[src/rtl/alu_pkg.sv]
// Shared definitions for the ALU-sharing arbiter: widths, FSM states and ALU control codes.
package alu_pkg;

  localparam int unsigned XLEN   = 32;
  localparam int unsigned ALUC_W = 6;

  typedef enum logic [1:0] {
    ST_IDLE = 2'd0,
    ST_EXEC = 2'd1,
    ST_RESP = 2'd2
  } state_e;

  localparam logic [ALUC_W-1:0] ALU_ADD  = 6'h00;
  localparam logic [ALUC_W-1:0] ALU_SUB  = 6'h08;
  localparam logic [ALUC_W-1:0] ALU_AND  = 6'h02;
  localparam logic [ALUC_W-1:0] ALU_OR   = 6'h0A;
  localparam logic [ALUC_W-1:0] ALU_SLT  = 6'h03;
  localparam logic [ALUC_W-1:0] ALU_SLTU = 6'h0B;
  localparam logic [ALUC_W-1:0] ALU_XOR  = 6'h04;
  localparam logic [ALUC_W-1:0] ALU_LUI  = 6'h0C;
  localparam logic [ALUC_W-1:0] ALU_SLL  = 6'h05;
  localparam logic [ALUC_W-1:0] ALU_SRL  = 6'h0D;
  localparam logic [ALUC_W-1:0] ALU_SRA  = 6'h1D;

endpackage

[src/rtl/rr_arbiter.sv]
// Combinational round-robin picker: first set request at or above ptr_i, wrapping around.
module rr_arbiter #(
  parameter int unsigned NUM_REQ = 2,
  localparam int unsigned PTR_W = (NUM_REQ > 1) ? $clog2(NUM_REQ) : 1
) (
  input  logic [NUM_REQ-1:0] req_i,
  input  logic [PTR_W-1:0]   ptr_i,
  output logic [NUM_REQ-1:0] gnt_o,
  output logic [PTR_W-1:0]   gnt_idx_o,
  output logic               any_o
);

  int unsigned idx;

  always_comb begin
    gnt_o     = '0;
    gnt_idx_o = '0;
    any_o     = 1'b0;
    idx       = 0;
    for (int unsigned i = 0; i < NUM_REQ; i++) begin
      idx = 32'(ptr_i) + i;
      if (idx >= NUM_REQ) idx = idx - NUM_REQ;
      if (!any_o && req_i[PTR_W'(idx)]) begin
        any_o                = 1'b1;
        gnt_idx_o            = PTR_W'(idx);
        gnt_o[PTR_W'(idx)]   = 1'b1;
      end
    end
  end

endmodule

[src/rtl/alu_share_arbiter.sv]
// Time-shares one combinational ALU among NUM_REQ requesters, one operation in flight at a time.
module alu_share_arbiter #(
  parameter int unsigned NUM_REQ = 2,
  parameter int unsigned XLEN    = alu_pkg::XLEN,
  parameter int unsigned ALUC_W  = alu_pkg::ALUC_W
) (
  input  logic                      clk,
  input  logic                      rst_n,
  input  logic [NUM_REQ-1:0]        req_valid,
  output logic [NUM_REQ-1:0]        req_ready,
  input  logic [NUM_REQ*XLEN-1:0]   req_a,
  input  logic [NUM_REQ*XLEN-1:0]   req_b,
  input  logic [NUM_REQ*ALUC_W-1:0] req_aluc,
  output logic [XLEN-1:0]           alu_a,
  output logic [XLEN-1:0]           alu_b,
  output logic [ALUC_W-1:0]         alu_aluc,
  input  logic [XLEN-1:0]           alu_result,
  input  logic                      alu_zero,
  output logic [NUM_REQ-1:0]        rsp_valid,
  input  logic [NUM_REQ-1:0]        rsp_ready,
  output logic [XLEN-1:0]           rsp_result,
  output logic                      rsp_zero
);

  import alu_pkg::*;

  localparam int unsigned PTR_W = (NUM_REQ > 1) ? $clog2(NUM_REQ) : 1;

  state_e              state_q, state_d;
  logic [PTR_W-1:0]    rr_ptr_q, rr_ptr_d;
  logic [PTR_W-1:0]    grant_id_q, grant_id_d;
  logic [XLEN-1:0]     op_a_q, op_a_d;
  logic [XLEN-1:0]     op_b_q, op_b_d;
  logic [ALUC_W-1:0]   op_aluc_q, op_aluc_d;
  logic [XLEN-1:0]     rsp_result_q, rsp_result_d;
  logic                rsp_zero_q, rsp_zero_d;
  logic [NUM_REQ-1:0]  rsp_valid_q, rsp_valid_d;

  logic [NUM_REQ-1:0]  gnt;
  logic [PTR_W-1:0]    gnt_idx;
  logic                gnt_any;

  rr_arbiter #(.NUM_REQ(NUM_REQ)) u_rr_arbiter (
    .req_i     (req_valid),
    .ptr_i     (rr_ptr_q),
    .gnt_o     (gnt),
    .gnt_idx_o (gnt_idx),
    .any_o     (gnt_any)
  );

  // Grants are offered only while idle; the handshake edge latches the winner's payload.
  always_comb begin
    state_d      = state_q;
    rr_ptr_d     = rr_ptr_q;
    grant_id_d   = grant_id_q;
    op_a_d       = op_a_q;
    op_b_d       = op_b_q;
    op_aluc_d    = op_aluc_q;
    rsp_result_d = rsp_result_q;
    rsp_zero_d   = rsp_zero_q;
    rsp_valid_d  = rsp_valid_q;
    req_ready    = '0;

    unique case (state_q)
      ST_IDLE: begin
        req_ready = gnt;
        if (gnt_any) begin
          grant_id_d = gnt_idx;
          op_a_d     = req_a[32'(gnt_idx)*XLEN +: XLEN];
          op_b_d     = req_b[32'(gnt_idx)*XLEN +: XLEN];
          op_aluc_d  = req_aluc[32'(gnt_idx)*ALUC_W +: ALUC_W];
          state_d    = ST_EXEC;
        end
      end
      ST_EXEC: begin
        rsp_result_d = alu_result;
        rsp_zero_d   = alu_zero;
        rsp_valid_d  = NUM_REQ'(1) << grant_id_q;
        state_d      = ST_RESP;
      end
      ST_RESP: begin
        if (rsp_ready[grant_id_q]) begin
          rsp_valid_d = '0;
          state_d     = ST_IDLE;
          if (32'(grant_id_q) == NUM_REQ - 1) rr_ptr_d = '0;
          else                                rr_ptr_d = grant_id_q + PTR_W'(1);
        end
      end
      default: begin
        state_d     = ST_IDLE;
        rsp_valid_d = '0;
      end
    endcase
  end

  always_ff @(posedge clk or negedge rst_n) begin
    if (!rst_n) begin
      state_q      <= ST_IDLE;
      rr_ptr_q     <= '0;
      grant_id_q   <= '0;
      op_a_q       <= '0;
      op_b_q       <= '0;
      op_aluc_q    <= '0;
      rsp_result_q <= '0;
      rsp_zero_q   <= 1'b0;
      rsp_valid_q  <= '0;
    end else begin
      state_q      <= state_d;
      rr_ptr_q     <= rr_ptr_d;
      grant_id_q   <= grant_id_d;
      op_a_q       <= op_a_d;
      op_b_q       <= op_b_d;
      op_aluc_q    <= op_aluc_d;
      rsp_result_q <= rsp_result_d;
      rsp_zero_q   <= rsp_zero_d;
      rsp_valid_q  <= rsp_valid_d;
    end
  end

  // ALU inputs come straight from the op registers so they hold the last op between grants.
  assign alu_a      = op_a_q;
  assign alu_b      = op_b_q;
  assign alu_aluc   = op_aluc_q;
  assign rsp_valid  = rsp_valid_q;
  assign rsp_result = rsp_result_q;
  assign rsp_zero   = rsp_zero_q;

endmodule

[config.mk]
export PLATFORM = sky130hd
export DESIGN_NAME = alu_share_arbiter
export DESIGN_NICKNAME = d
export VERILOG_FILES = /design/src/rtl/alu_pkg.sv /design/src/rtl/rr_arbiter.sv /design/src/rtl/alu_share_arbiter.sv
export SDC_FILE = /design/constraint.sdc
export NUM_CORES = 1
export LEC_CHECK = 0
export CAP_MARGIN = 20
export CORE_ASPECT_RATIO = 2
export CORE_MARGIN = 2
export CORE_UTILIZATION = 36
export CTS_CLUSTER_SIZE = 8
export DETAILED_ROUTE_END_ITERATION = 8
export PLACE_DENSITY = 0.82
export SYNTH_ARGS = -nofsm -noshare
export SYNTH_HDL_FRONTEND = slang
export SYNTH_SLANG_ARGS = --single-unit
[constraint.sdc]
create_clock -name clk -period 1.5 [get_ports clk]
set_clock_uncertainty 0.05 [all_clocks]
set_input_delay 0.225 -clock clk [delete_from_list [all_inputs] [get_ports clk]]
set_output_delay 0.225 -clock clk [all_outputs]
set_load 0.02 [all_outputs]
# Word level (Yosys, flattened, before mapping)
# Cells that the tools add are included.
[op_classes] addsub=4 mul=1 order_cmp=7 eq_ne=4 n_shift=4 n_mux=24 bitwise=2 reduce_logical=9
[ops] cell="variable part select 64 x 7 -> 32 bit" n=2
[ops] cell="2-to-1 mux 1 bit" n=15
[ops] cell="case mux 2 bit (3 select lines)" n=2
[ops] cell="variable part select 12 x 5 -> 6 bit" n=1
[ops] cell="2-to-1 mux 2 bit" n=5
[ops] cell="AND reduction 2 bit" n=4
[ops] cell="< comparator 1 x 2 -> 1 bit, second input constant" n=3
[ops] cell="inequality test 2 bit, second input constant" n=2
[ops] cell="logical AND 1 bit" n=3
[ops] cell="multiplier 1 x 2 -> 3 bit, second input constant" n=1
[ops] cell="adder 1 x 1 -> 2 bit, second input constant" n=1
[ops] cell="demux 1 bit (select 1 bit)" n=2
[ops] cell="== test 2 x 1 -> 1 bit, second input constant" n=1
[ops] cell="== test 2 bit, second input constant" n=1
[ops] cell="greater-or-equal comparator 1 bit, second input constant" n=2
[ops] cell="greater-or-equal comparator 1 x 2 -> 1 bit, second input constant" n=1
[ops] cell="greater-or-equal comparator 2 bit, second input constant" n=1
[ops] cell="logical NOT 2 bit" n=1
[ops] cell="OR 2 bit" n=1
[ops] cell="<< shifter 1 x 1 -> 2 bit, first input constant" n=1
[ops] cell="subtractor 1 bit, second input constant" n=2
[ops] cell="adder 1 bit, second input constant" n=1
[ops] cell="logical NOT 1 bit" n=1
[ops] cell="NOT 1 bit" n=1
[word_totals] ff_bits=109 in_bits=179 out_inout_bits=107

# Logic depth before layout (Yosys ltp)
# Gate-level depths: netlist of the first run.
[logic_depth] ltp_word=10 ltp_mapped=6 depth_no_buf=3

# Cells and area by module
# From an unflattened synthesis of the first run, not the netlist that was laid out.
[unflattened] hier_cells=405 area_unflattened_um2=5098.6
[by_module_without_submodules] mod="alu_share_arbiter" n_inst=1 cells_each=400 area_each_um2=5066.1 seq_area_each_um2=2727.6
[by_module_without_submodules] mod="rr_arbiter" n_inst=1 cells_each=5 area_each_um2=32.5 seq_area_each_um2=0.0

# Least setup slack after synthesis of the first run
# Ideal clock, no wire load.
[synth_path] path_type="reg-to-output" from="reg state_q[1]" to="out req_ready[0]" arrival_ns=1.369 required_time_ns=1.225 setup_slack_ns=-0.144 path_stages_with_launch=6 cell_sequence="dfrtp_1 -> buf_2 -> nor2_4 -> clkbuf_1 -> nand2_1 -> a21oi_1"
[synth_via] elab_chain_len=2
[synth_lines] item="start: declaration" line_no="alu_share_arbiter.sv:29" rtl="state_e state_q, state_d;"
[synth_lines] item="start signal: assignment" line_no="alu_share_arbiter.sv:108" rtl="state_q <= state_d;"
[synth_lines] item="logical NOT 2 bit" line_no="alu_share_arbiter.sv:64" rtl="unique case (state_q)"
[synth_lines] item="2-to-1 mux 2 bit" line_no="alu_share_arbiter.sv:64"
[synth_lines] item="end: declaration" line_no="alu_share_arbiter.sv:10" rtl="output logic [NUM_REQ-1:0] req_ready,"
# Every way passes these cells.

# Worst setup path in the final report of the first run
[layout_path] from="reg rr_ptr_q" to="out req_ready[1]"
[layout_via] elab_chain_len=10 word_cells_on_any_way=28 classes_between="add/sub: 3; order compare: 6; mux: 14; bitwise: 1; reduce/logical: 4"
[layout_lines] item="start: declaration" line_no="alu_share_arbiter.sv:30" rtl="logic [PTR_W-1:0] rr_ptr_q, rr_ptr_d;"
[layout_lines] item="start signal: assignment" line_no="alu_share_arbiter.sv:109" rtl="rr_ptr_q <= rr_ptr_d;"
[layout_lines] item="adder 1 x 1 -> 2 bit (tied with other cells)" line_no="rr_arbiter.sv:21" rtl="idx = 32'(ptr_i) + i;"
[layout_lines] item="greater-or-equal comparator 2 bit (tied with other cells)" line_no="rr_arbiter.sv:22" rtl="if (idx >= NUM_REQ) idx = idx - NUM_REQ;"
[layout_lines] item="2-to-1 mux 1 bit (tied with other cells)" line_no="rr_arbiter.sv:22"
[layout_lines] item="< comparator 1 x 2 -> 1 bit (implied by the code) (tied with other cells)" line_no="rr_arbiter.sv:26" rtl="gnt_o[PTR_W'(idx)] = 1'b1;"
[layout_lines] item="logical AND 1 bit (implied by the code) or 2-to-1 mux 1 bit (tied branches)" line_no="rr_arbiter.sv:26"
[layout_lines] item="2-to-1 mux 1 bit (implied by the code) or demux 1 bit (select 1 bit) (tied branches)"
[layout_lines] item="demux 1 bit (select 1 bit) or 2-to-1 mux 2 bit (tied branches)"
[layout_lines] item="OR 2 bit (no source line)"
[layout_lines] item="2-to-1 mux 2 bit *" line_no="rr_arbiter.sv:23" rtl="if (!any_o && req_i[PTR_W'(idx)]) begin"
[layout_lines] item="2-to-1 mux 2 bit *" line_no="alu_share_arbiter.sv:64"
# Mark *: on every way between the ends. The rest lies on a longest branch, timed or not. The select of a mux whose other input is x is not followed.

==> impl_results.md, run 1 <==
- Final RePlAce weighted congestion: ~0.8
- Fin area: around 9300 sq um
- Crit path cell chain: nand2b_2 -> nand2_1 -> nor2_4 -> buf_6
- Number of I/O port buffers: about 290
- Synthesized flop and latch total: 109
- Routed vias/inst: 5.46
- DR DRC count: 0
- Finish-stage setup viols: 2
- Fin crit share: 103%
- Worst r2r dst: alu_a[18]
- Async SR Flop Fraction: 100%
- Vias in the first global route: 5413
- Reg2Reg Launch Point: state_q[0]
- DP Area: between 8000 and 9000 sq um
- Peak supply drop: 0.00116 V
- Initial antenna violation count: 0
- Max incr delay on CP: 0.39 ns
- H-tree levels: 3
- Crit path DAT: 1.27 ns
- Global-route wire length before repair: approximately 28000 um
- CTS sink count: around 110
- Net Count, Synth: 687
- WP buf/inv: 1
- Clock latency on the worst-skew pair: 0.34 ns
- Internal reg-to-reg setup slack: approximately 0.020 ns
- DR vias: 5412
- R2R depth: 6
- Worst Slack Setup Final: -0.0408 ns
- Synth warn: 0
- Drt wl/cell: 19.7 um
- Fraction of layout cells with a size suffix above 1: 18.0%
- Die H: 179 um
- Clk buf depth: 2
- Worst-path maximum fanout: 2
- Core area: roughly 15000 sq um
- Die area: 16400 sq um
- Synth Cell Area: 5510 sq um
- CP Capture Type: output pin
- Avg Synthesized Cell Area: 10.8 sq um
- CTS tree: done
- Worst path depth: 4
- Die width: 91.5 um
- Final Hold Viols: 0
- Hold WS: 0.196 ns
- Max_cap viols: 0
- Layout area overhead: 68.5%
- HPWL Detailed: 13500 um
- Worst min path class: input port to asynchronous set/reset pin
- Number of buffers created by CTS: 9
- Status: complete, but fails checks
- Cell family contributing the most delay on the critical path: simple AND/OR/NAND/NOR gates
- Headroom to the max-slew limit: between 60% and 70%
- P per Cell Area: 1950 nW/um^2
- Worst Setup Path Type: flip-flop to output pin
- Maximum clock frequency: 649 MHz
- Drt first-iter violations: between 200 and 250
- ANT nets after route: 0
- Violated checks: setup timing
- Mapped Cells: 508
- Slew @ Worst Pin: 0.478 ns
- Crit-path slowest cell: dfrtp_1
- Ant diodes: 0
- Number of synthesized flops with an enable pin: 0
- GRT Overall Usage: 22.2%
- Sequential fraction of the synthesis area: 49.5%
- RSZ-0062 raised after global routing: yes
- Final nets: about 970
- Io pins: roughly 290
- Synth unique cells: 27
- Max Slew Vio Count: 0
- Routed WL: 19500 um
- Tmin final: 1.54 ns
- Synth Flop Type: dfrtp_1
- Pre-Repair DR Iteration Count: 5
- Clock transition at path regs: 0.07 ns
- Floorplan row count: 64
- Fill cell count: 1214
- CP Data Required Time: 1.22 ns
- Static Leakage: 0.00360 uW
- Largest net degree at the start of global routing: 57
- Starting Density: 36.4%
- Root buffer cell: clkbuf_16
- CP Launch Type: flip-flop
- GR Overflow Total: 0
## report_power, final
part / total, uW / switching [uW] / internal, uW
Clock: 2250 / 1060 / 1180
Sequential: 5280 / 835 / 4450
Combinational: 10600 / 5810 / 4800
Total: 18100 / 7710 / 10400
## cell type report
type                            count  area [sq um]  area share [%]
Tap cell                          198           248            2.67
Inverter                            3          11.3           0.121
Multi-Input combinational cell    337          2590            27.9
Timing Repair Buffer              329          3430            36.9
Sequential cell                   109          2730            29.4
Clock inverter                      4          30.0           0.323
Clock buffer                       12           246            2.65
## worst max-delay path by stage
stage | from | to
3_5_place_dp | req_valid[0] | alu_a[23]
6_report | rr_ptr_q | req_ready[1]
3_3_place_gp | req_valid[0] | req_ready[1]
5_1_grt | state_q[0] | req_ready[0]
4_1_cts | state_q[0] | req_ready[0]
2_1_floorplan | rr_ptr_q | req_ready[1]
## worst reg2reg max path, stage by stage, from the launching register on
cell	delay [ns]
dfrtp_1	0.42
nor2_4	0.15
buf_8	0.12
and2_4	0.19
buf_12	0.16
clkbuf_16	0.18
a31oi_4	0.08
## sequential cells by signal, summed over array words and instances (netlist names)
signal      count
alu_b          32
rsp_valid       2
grant_id_q      1
rr_ptr_q        1
rsp_result     32
alu_a          32
alu_aluc        6
state_q         2
rsp_zero        1
## metrics by stage
stage               instances  utilization, %  power, uW  TNS (ns)  worst slack [ns]
floorplan                 508               -      11000         0            0.0380
global placement          962            57.4      15400    -29.30            -0.432
detailed placement        962            57.4      15600    -29.43            -0.428
CTS                       986            59.5      17400    -0.109           -0.0602
global route              992            61.4      19100    -0.923            -0.104
finish                    992            61.4      18100   -0.0689           -0.0408
## cell usage in the layout, fill, tap and decap left out, drive strengths merged, types with 2 or more instances in the layout
cell type / instances
nor2: 4
mux2i: 2
nand3: 70
dfrtp: 109
o2bb2ai: 2
clkdlybuf4s50: 175
o21ai: 71
dlygate4sd2: 106
a21oi: 72
nand2b: 2
nand2: 3
mux2: 34
buf: 41
a31oi: 71
clkbuf: 17
or2: 2
inv: 5
## repair_timing
action / CTS / global route
pin swaps: 3 / 1
hold endpoints to repair: 109 / 0
endpoints found under the setup margin: 177 / 83
gates cloned: 3 / 5
buffers inserted: 4 / 1
resized for setup: 125 / 23
hold buffers: 1 / 0
## logic make-up (layout without fill, tap and decap cells)
group | count (synthesis) | after routing | synth area share [%]
buf+inv | 62 | 348 | 6.06
simple gates | 84 | 84 | 7.83
compound gates | 217 | 217 | 29.3
mux | 36 | 36 | 7.31
flops | 109 | 109 | 49.5
## per-layer routing
metal | up-vias | GRT usage (%) | wire [um]
li1 | 2450 | - | -
met1 | 2582 | 24.5 | 7230
met2 | 342 | 38.6 | 9470
met3 | 38 | 7.48 | 2160
met4 | 0 | 9.22 | 648
met5 | - | 0 | 0
## cells in the mapped netlist (2+ instances only)
| cell type | number | share of area [%] |
|---|---|---|
| o2bb2ai_1 | 2 | 0.32 |
| a21oi_1 | 72 | 6.5 |
| o21ai_0 | 71 | 6.4 |
| clkbuf_1 | 39 | 2.7 |
| dfrtp_1 | 109 | 49 |
| inv_1 | 2 | 0.14 |
| a31oi_1 | 3 | 0.34 |
| nand2b_1 | 2 | 0.23 |
| nand3_1 | 70 | 6.4 |
| buf_2 | 6 | 0.54 |
| mux2i_1 | 2 | 0.36 |
| buf_6 | 12 | 2.5 |
| a31oi_2 | 68 | 15 |
| nor2_1 | 3 | 0.20 |
| mux2_1 | 33 | 6.7 |
| nand2_1 | 3 | 0.20 |
Power figures use the tool's default switching activity.
==> run 2, diff against run 1 <==
--- a/config.mk
+++ b/config.mk
@@ -5,13 +5,14 @@
 export SDC_FILE = /design/constraint.sdc
 export NUM_CORES = 1
 export LEC_CHECK = 0
+export ABC_CLOCK_PERIOD_IN_PS = 1600
 export CAP_MARGIN = 20
 export CORE_ASPECT_RATIO = 2
 export CORE_MARGIN = 2
-export CORE_UTILIZATION = 36
-export CTS_CLUSTER_SIZE = 8
+export CORE_UTILIZATION = 40
+export CTS_CLUSTER_SIZE = 24
 export DETAILED_ROUTE_END_ITERATION = 8
-export PLACE_DENSITY = 0.82
+export PLACE_DENSITY = 0.86
 export SYNTH_ARGS = -nofsm -noshare
 export SYNTH_HDL_FRONTEND = slang
 export SYNTH_SLANG_ARGS = --single-unit
==> constraint.sdc (replaced) <==
create_clock -name clk -period 1.6 [get_ports clk]
set_clock_uncertainty 0.05 [all_clocks]
set_input_delay 0.24 -clock clk [delete_from_list [all_inputs] [get_ports clk]]
set_output_delay 0.24 -clock clk [all_outputs]
set_load 0.02 [all_outputs]
==> run 2 against run 1 <==
  * The run still ends with setup timing left
  * Global-route usage increased by 1.3 points
  * Worst setup slack worse by 0.032 ns
  * Non-clock buffer count is 9 lower
  * Sequential power is 6.1% lower
  * Hold slack gained 0.12 ns
  * Sequential share of layout area rose by 1.2 points
  * Count of clock-buffer cells in the layout shrank 2
  * Utilization up 5.1 points
  * Sequential cell count stayed put
  * First-iteration DRC count grew 5.2%
  * Highest routed layer unchanged
==> impl_results.md, run 2 (same netlist as run 1, synthesis figures left out) <==
- Floorplan row count: 60 (-6.3%)
- Slew @ Worst Pin: 0.576 ns (+0.0976 ns)
- Pre-Repair DR Iteration Count: 6 (+1)
- Finish-stage setup viols: 60 (+58)
- Flop pwr share: 30.3% (+1.2 points)
- Io pins: 286 (unchanged)
- DR vias: 5319 (-1.7%)
- Initial antenna violation count: 0 (unchanged)
- DR DRC count: 0 (unchanged)
- Fin util: 66.5% (+5.1 points)
- GR Overflow Total: 0 (unchanged)
- Place WS: -0.341 ns (+0.0869 ns)
- Core area: 13400 sq um (-11%)
- ANT nets after route: 0 (unchanged)
- Cell internal pwr: 9410 uW (-9.8%)
- Static Leakage: 0.00358 uW (-0.64%)
- Global-route wire length before repair: 27100 um (-4.5%)
- Worst min path class: input port to flip-flop
- Fraction of layout cells with a size suffix above 1: 16.9% (-1.1 points)
- Largest net degree at the start of global routing: 110 (+93%)
- Die area: 14800 sq um (-9.7%)
- Ant diodes: 0 (unchanged)
- CP Capture Type: flip-flop
- Routed WL: 18600 um (-4.7%)
- Clk buf depth: 2 (unchanged)
- H-tree levels: 3 (unchanged)
- Seq. cell area: 2730 sq um (unchanged)
- Die H: 170 um (-5.0%)
- Starting Density: 41.0% (+4.6 points)
- Drt first-iter violations: 222 (+5.2%)
- Combinational power share: 56.6% (-1.9 points)
- Max_cap viols: 0 (unchanged)
- CTS sink count: 109 (unchanged)
- Maximum clock frequency: 598 MHz
- Number of buffers created by CTS: 9 (unchanged)
- Final nets: 959 (-0.93%)
- Clock Power Share: 13.1% (+0.7 points)
- Status: complete, but fails checks
- Drt wl/cell: 19.8 um (+0.53%)
- Violated checks: setup timing
- Headroom to the max-slew limit: 61.6% (-6.5 points)
- Number of I/O port buffers: 285 (unchanged)
- Fill cell count: 1072 (-12%)
- GRT Overall Usage: 23.5% (+1.3 points)
- Clock latency on the worst-skew pair: 0.34 ns (about the same)
- Multi-input gate area: 2470 sq um (-4.7%)
- RSZ-0062 raised after global routing: yes
- Final RePlAce weighted congestion: 0.825 (+2.0%)
- Layout area overhead: 62.1%
- Sw Ratio: 42.6% (+0.13 points)
- Setup TNS: -2.42 ns (-2.35 ns)
- Worst Slack Setup Final: -0.0733 ns (-0.0325 ns)
- Routed vias/inst: 5.66 (+3.7%)
- Die width: 87 um (-4.9%)
- Fin crit share: 105%
- Peak supply drop: 0.000819 V (-29%)
- CTS tree: done
- CP Launch Type: flip-flop
- Most frequent cells in the layout: clkdlybuf4s50_1 (176), dfrtp_1 (109), dlygate4sd2_1 (91)
- Tmin final: 1.67 ns
- Max Slew Vio Count: 0 (unchanged)
- HPWL Detailed: 13200 um (-1.9%)
- Crit path DAT: 1.84 ns (+0.57 ns)
- Final Hold Viols: 0 (unchanged)
- Vias in the first global route: 5483 (+1.3%)
- CP Data Required Time: 1.76 ns (+0.54 ns)
- Root buffer cell: clkbuf_16
- Switching pwr: 6990 uW (-9.3%)
- Worst-path maximum fanout: 21 (+19)
- Hold WS: 0.311 ns (+0.115 ns)
- Clock transition at path regs: 0.07 ns (about the same)
- Worst Setup Path Type: flip-flop to flip-flop
- Commonest non-fill, non-tap cell in the layout: clkdlybuf4s50_1
- P per Cell Area: 1840 nW/um^2 (-6.0%)
run 2: worst max-delay path, cell delays in order (launching register included):
cell and delay, ns:
dfrtp_1 0.41, buf_6 0.13, nor2_4 0.16, buf_12 0.18, and2_4 0.21, buf_4 0.14, clkbuf_16 0.17, a31oi_2 0.08
run 2: power by group through the flow:
stage	Clock, uW	Sequential, uW	Combinational [uW]
after CTS	2200	4960	9110
after detailed placement	0	5030	9660
final	2150	4960	9290
after global routing	2330	5110	9840
after floorplan	0	6560	3720
after global placement	0	4950	9390
run 2: per-stage QoR:
stage	std cells	power [uW]	instance area (sq um)
global route	940	17300	8930
global placement	914	14300	8540
finish	940	16400	8930
CTS	936	16300	8810
detailed placement	914	14700	8540
floorplan	508	10300	5520
run 2: repair_timing:
item | CTS | global route
cloned | 1 | 2
resized for setup | 108 | 21
setup buffers | 4 | 2
hold buffers | 1 | 0
endpoints found under the setup margin | 163 | 119
pin swaps | 3 | 1
endpoints found under the hold margin | 109 | 0
run 2: final timing paths:
check / depth (start not counted) / end / slack [ns] / start
worst max-delay path: 7 / alu_b[29] / -0.07 / state_q[1]
worst min-delay path: 4 / grant_id_q / 0.31 / req_valid[1]
worst max register to register: 7 / alu_b[29] / -0.07 / state_q[1]
worst min register to register: 1 / rsp_zero / 0.44 / rsp_zero
max in group asynchronous: 3 / alu_b[12] / 0.61 / rst_n
min in group asynchronous: 3 / rsp_result[18] / 0.46 / rst_n
run 2: layout make-up:
class | count | share of cell area [%]
Timing Repair Buffer | 320 | 36.3
Sequential cell | 109 | 30.5
Multi-Input combinational cell | 337 | 27.7
Clock buffer | 10 | 2.56
Tap cell | 155 | 2.17
Clock inverter | 6 | 0.616
Inverter | 3 | 0.126
run 2: metal layers:
metal | wire [um] | GRT usage (%) | vias to the layer above | part of all wire (%)
li1 | - | - | 2433 | -
met5 | 0 | 0 | - | 0
met3 | 1250 | 5.43 | 50 | 6.7
met2 | 10200 | 43.8 | 260 | 55
met1 | 6340 | 23.4 | 2576 | 34
met4 | 780 | 11.8 | 0 | 4.2
==> run 3, diff against run 2 <==
--- a/config.mk
+++ b/config.mk
@@ -9,10 +9,12 @@
 export CAP_MARGIN = 20
 export CORE_ASPECT_RATIO = 2
 export CORE_MARGIN = 2
-export CORE_UTILIZATION = 40
+export CORE_UTILIZATION = 41
 export CTS_CLUSTER_SIZE = 24
 export DETAILED_ROUTE_END_ITERATION = 8
-export PLACE_DENSITY = 0.86
+export DONT_BUFFER_PORTS = 1
+export PLACE_DENSITY = 0.6
+export SLEW_MARGIN = 15
 export SYNTH_ARGS = -nofsm -noshare
 export SYNTH_HDL_FRONTEND = slang
 export SYNTH_SLANG_ARGS = --single-unit
==> run 3 against run 2 <==
  * The flow finishes with violations (hold timing, setup timing)
  * Critical path type is now flip-flop to output pin
  * Largest power group is now sequential cells
  * Hold slack worse by 0.78 ns
  * Sequential power grew 40%
  * Register-to-register slack improved by 0.16 ns
  * Clock power rose by 9.3%
==> impl_results.md, run 3 (same netlist as run 1, synthesis figures left out) <==
- CTS tree: done
- DR vias: 4125 (-22%)
- Most frequent cells in the layout: dfrtp_1 (107), o21ai_0 (71), a21oi_1 (71)
- Final nets: 696 (-27%)
- Initial antenna violation count: 0 (unchanged)
- Vias in the first global route: 4051 (-26%)
- Reg2Reg Launch Point: state_q[1]
- Static Leakage: 0.00232 uW (-35%)
- Number of buffers created by CTS: 9 (unchanged)
- Worst r2r dst: alu_a[7]
- Max Slew Vio Count: 0 (unchanged)
- Drt first-iter violations: 225 (+1.4%)
- Layout area overhead: 15.8%
- Routed WL: 14600 um (-21%)
- GR Overflow Total: 0 (unchanged)
- Worst Slack Setup Final: -0.00418 ns (+0.0691 ns)
- Fill cell count: 1206 (+13%)
- Routed vias/inst: 6.09 (+7.7%)
- R2R depth: 5 (-2)
- Drt wl/cell: 21.6 um (+9.4%)
- Peak supply drop: 0.00101 V (+23%)
- Root buffer cell: clkbuf_16
- Worst Setup Path Type: flip-flop to output pin
- Worst-path maximum fanout: 4 (-81%)
- Ant diodes: 0 (unchanged)
- Multi-input gate area: 2490 sq um (+0.61%)
- CTS sink count: 109 (unchanged)
- Worst min path class: input port to asynchronous set/reset pin
- DP Area: 5600 sq um (-34%)
- Floorplan row count: 60 (unchanged)
- DR DRC count: 0 (unchanged)
- Seq. cell area: 2730 sq um (about the same)
- Fraction of layout cells with a size suffix above 1: 23.0% (+6.0 points)
- RSZ-0062 raised after global routing: yes
- Starting Density: 41.5% (+0.46 points)
- Die H: 168 um (-1.2%)
- CP Capture Type: output pin
- Commonest non-fill, non-tap cell in the layout: dfrtp_1
- Maximum clock frequency: 623 MHz (+4.3%)
- Largest net degree at the start of global routing: 110 (unchanged)
- Global-route wire length before repair: 22300 um (-18%)
- Internal reg-to-reg setup slack: 0.09 ns (+0.16 ns)
- Slew @ Worst Pin: 0.399 ns (-0.177 ns)
- Max_cap viols: 0 (unchanged)
- Finish-stage setup viols: 1 (-98%)
- Status: complete, but fails checks
- CTS Hold Buffers Added: 35 (+34)
- Place WS: 0.116 ns (+0.457 ns)
- Headroom to the max-slew limit: 73.4% (+12 points)
- CP Data Required Time: 1.31 ns (-0.45 ns)
- Core area: 13300 sq um (-1.1%)
- Clock latency on the worst-skew pair: 0.34 ns (about the same)
- Clk buf depth: 2 (unchanged)
- HPWL Detailed: 9330 um (-30%)
- Fin util: 48.0% (-18 points)
- P per Cell Area: 2190 nW/um^2 (+19%)
- Tmin final: 1.60 ns (-0.0691 ns)
- Fin crit share: 100% (-4.3 points)
- Final RePlAce weighted congestion: 0.719 (-13%)
- Hold WS: -0.467 ns (-0.778 ns)
- Total power: 13900 uW (-15%)
- Fin area: 6380 sq um (-29%)
- Crit path DAT: 1.31 ns (-0.53 ns)
- Die area: 14400 sq um (-2.3%)
- Io pins: 286 (unchanged)
- Violated checks: hold timing, setup timing
- Final Hold Viols: 109 (+109)
- Die width: 86.0 um (-1.2%)
- H-tree levels: 3 (unchanged)
- Number of I/O port buffers: 0 (-100%)
- CP Launch Type: flip-flop
- GRT Overall Usage: 19.1% (-4.4 points)
- Pre-Repair DR Iteration Count: 4 (-2)
- ANT nets after route: 0 (unchanged)
- Clock transition at path regs: 0.08 ns (about the same)
## run 3: stage by stage
| stage | TNS (ns) | cells |
|---|---|---|
| floorplan | 0 | 508 |
| global placement | 0 | 619 |
| detailed placement | 0 | 619 |
| CTS | -0.0418 | 675 |
| global route | -0.118 | 677 |
| finish | -0.00418 | 677 |
## run 3: worst max-delay path, cell delays in order (launching register included)
cell     delay [ns]
dfrtp_1        0.43
nor2_4         0.14
buf_6          0.11
nand2_4        0.04
a21oi_4        0.12
buf_6          0.14
## run 3: layout make-up
type	instances	share of cell area (%)
clock buffer	9	3.53
clock inverter	7	1.37
inverter	3	0.177
multi-input combinational	337	39.0
sequential	109	42.8
tap	155	3.04
timing repair buffer	57	10.1
## run 3: worst max path at each step
stage                     startpoint            to  slack (ns)
after floorplan           state_q[1]  req_ready[0]        0.04
after global placement    state_q[0]     alu_b[11]        0.16
after detailed placement    rr_ptr_q     alu_a[22]        0.12
after CTS                 state_q[0]  req_ready[0]       -0.03
after global routing      state_q[1]  req_ready[0]       -0.08
final                     state_q[1]  req_ready[0]      -0.004
## run 3: report_power, final
group	switching [uW]	internal [uW]	total [uW]
logic	2470	2210	4680
clock network	1090	1260	2350
registers	2760	4160	6920
total	6320	7630	13900
## run 3: timing repair
| action | in CTS | in global routing |
|---|---|---|
| pin swaps | 2 | 1 |
| hold endpoints to repair | 143 | 109 |
| endpoints found under the setup margin | 2 | 3 |
| gates cloned | 0 | 1 |
| gates resized for setup | 9 | 4 |
| setup buffers | 5 | 1 |
## run 3: layer usage
metal | vias up | wire length [um] | global-route usage, %
met5 | - | 0 | 0
li1 | 1905 | - | -
met4 | 0 | 153 | 5.24
met1 | 1996 | 5720 | 24.2
met3 | 9 | 1460 | 6.18
met2 | 215 | 7310 | 31.2
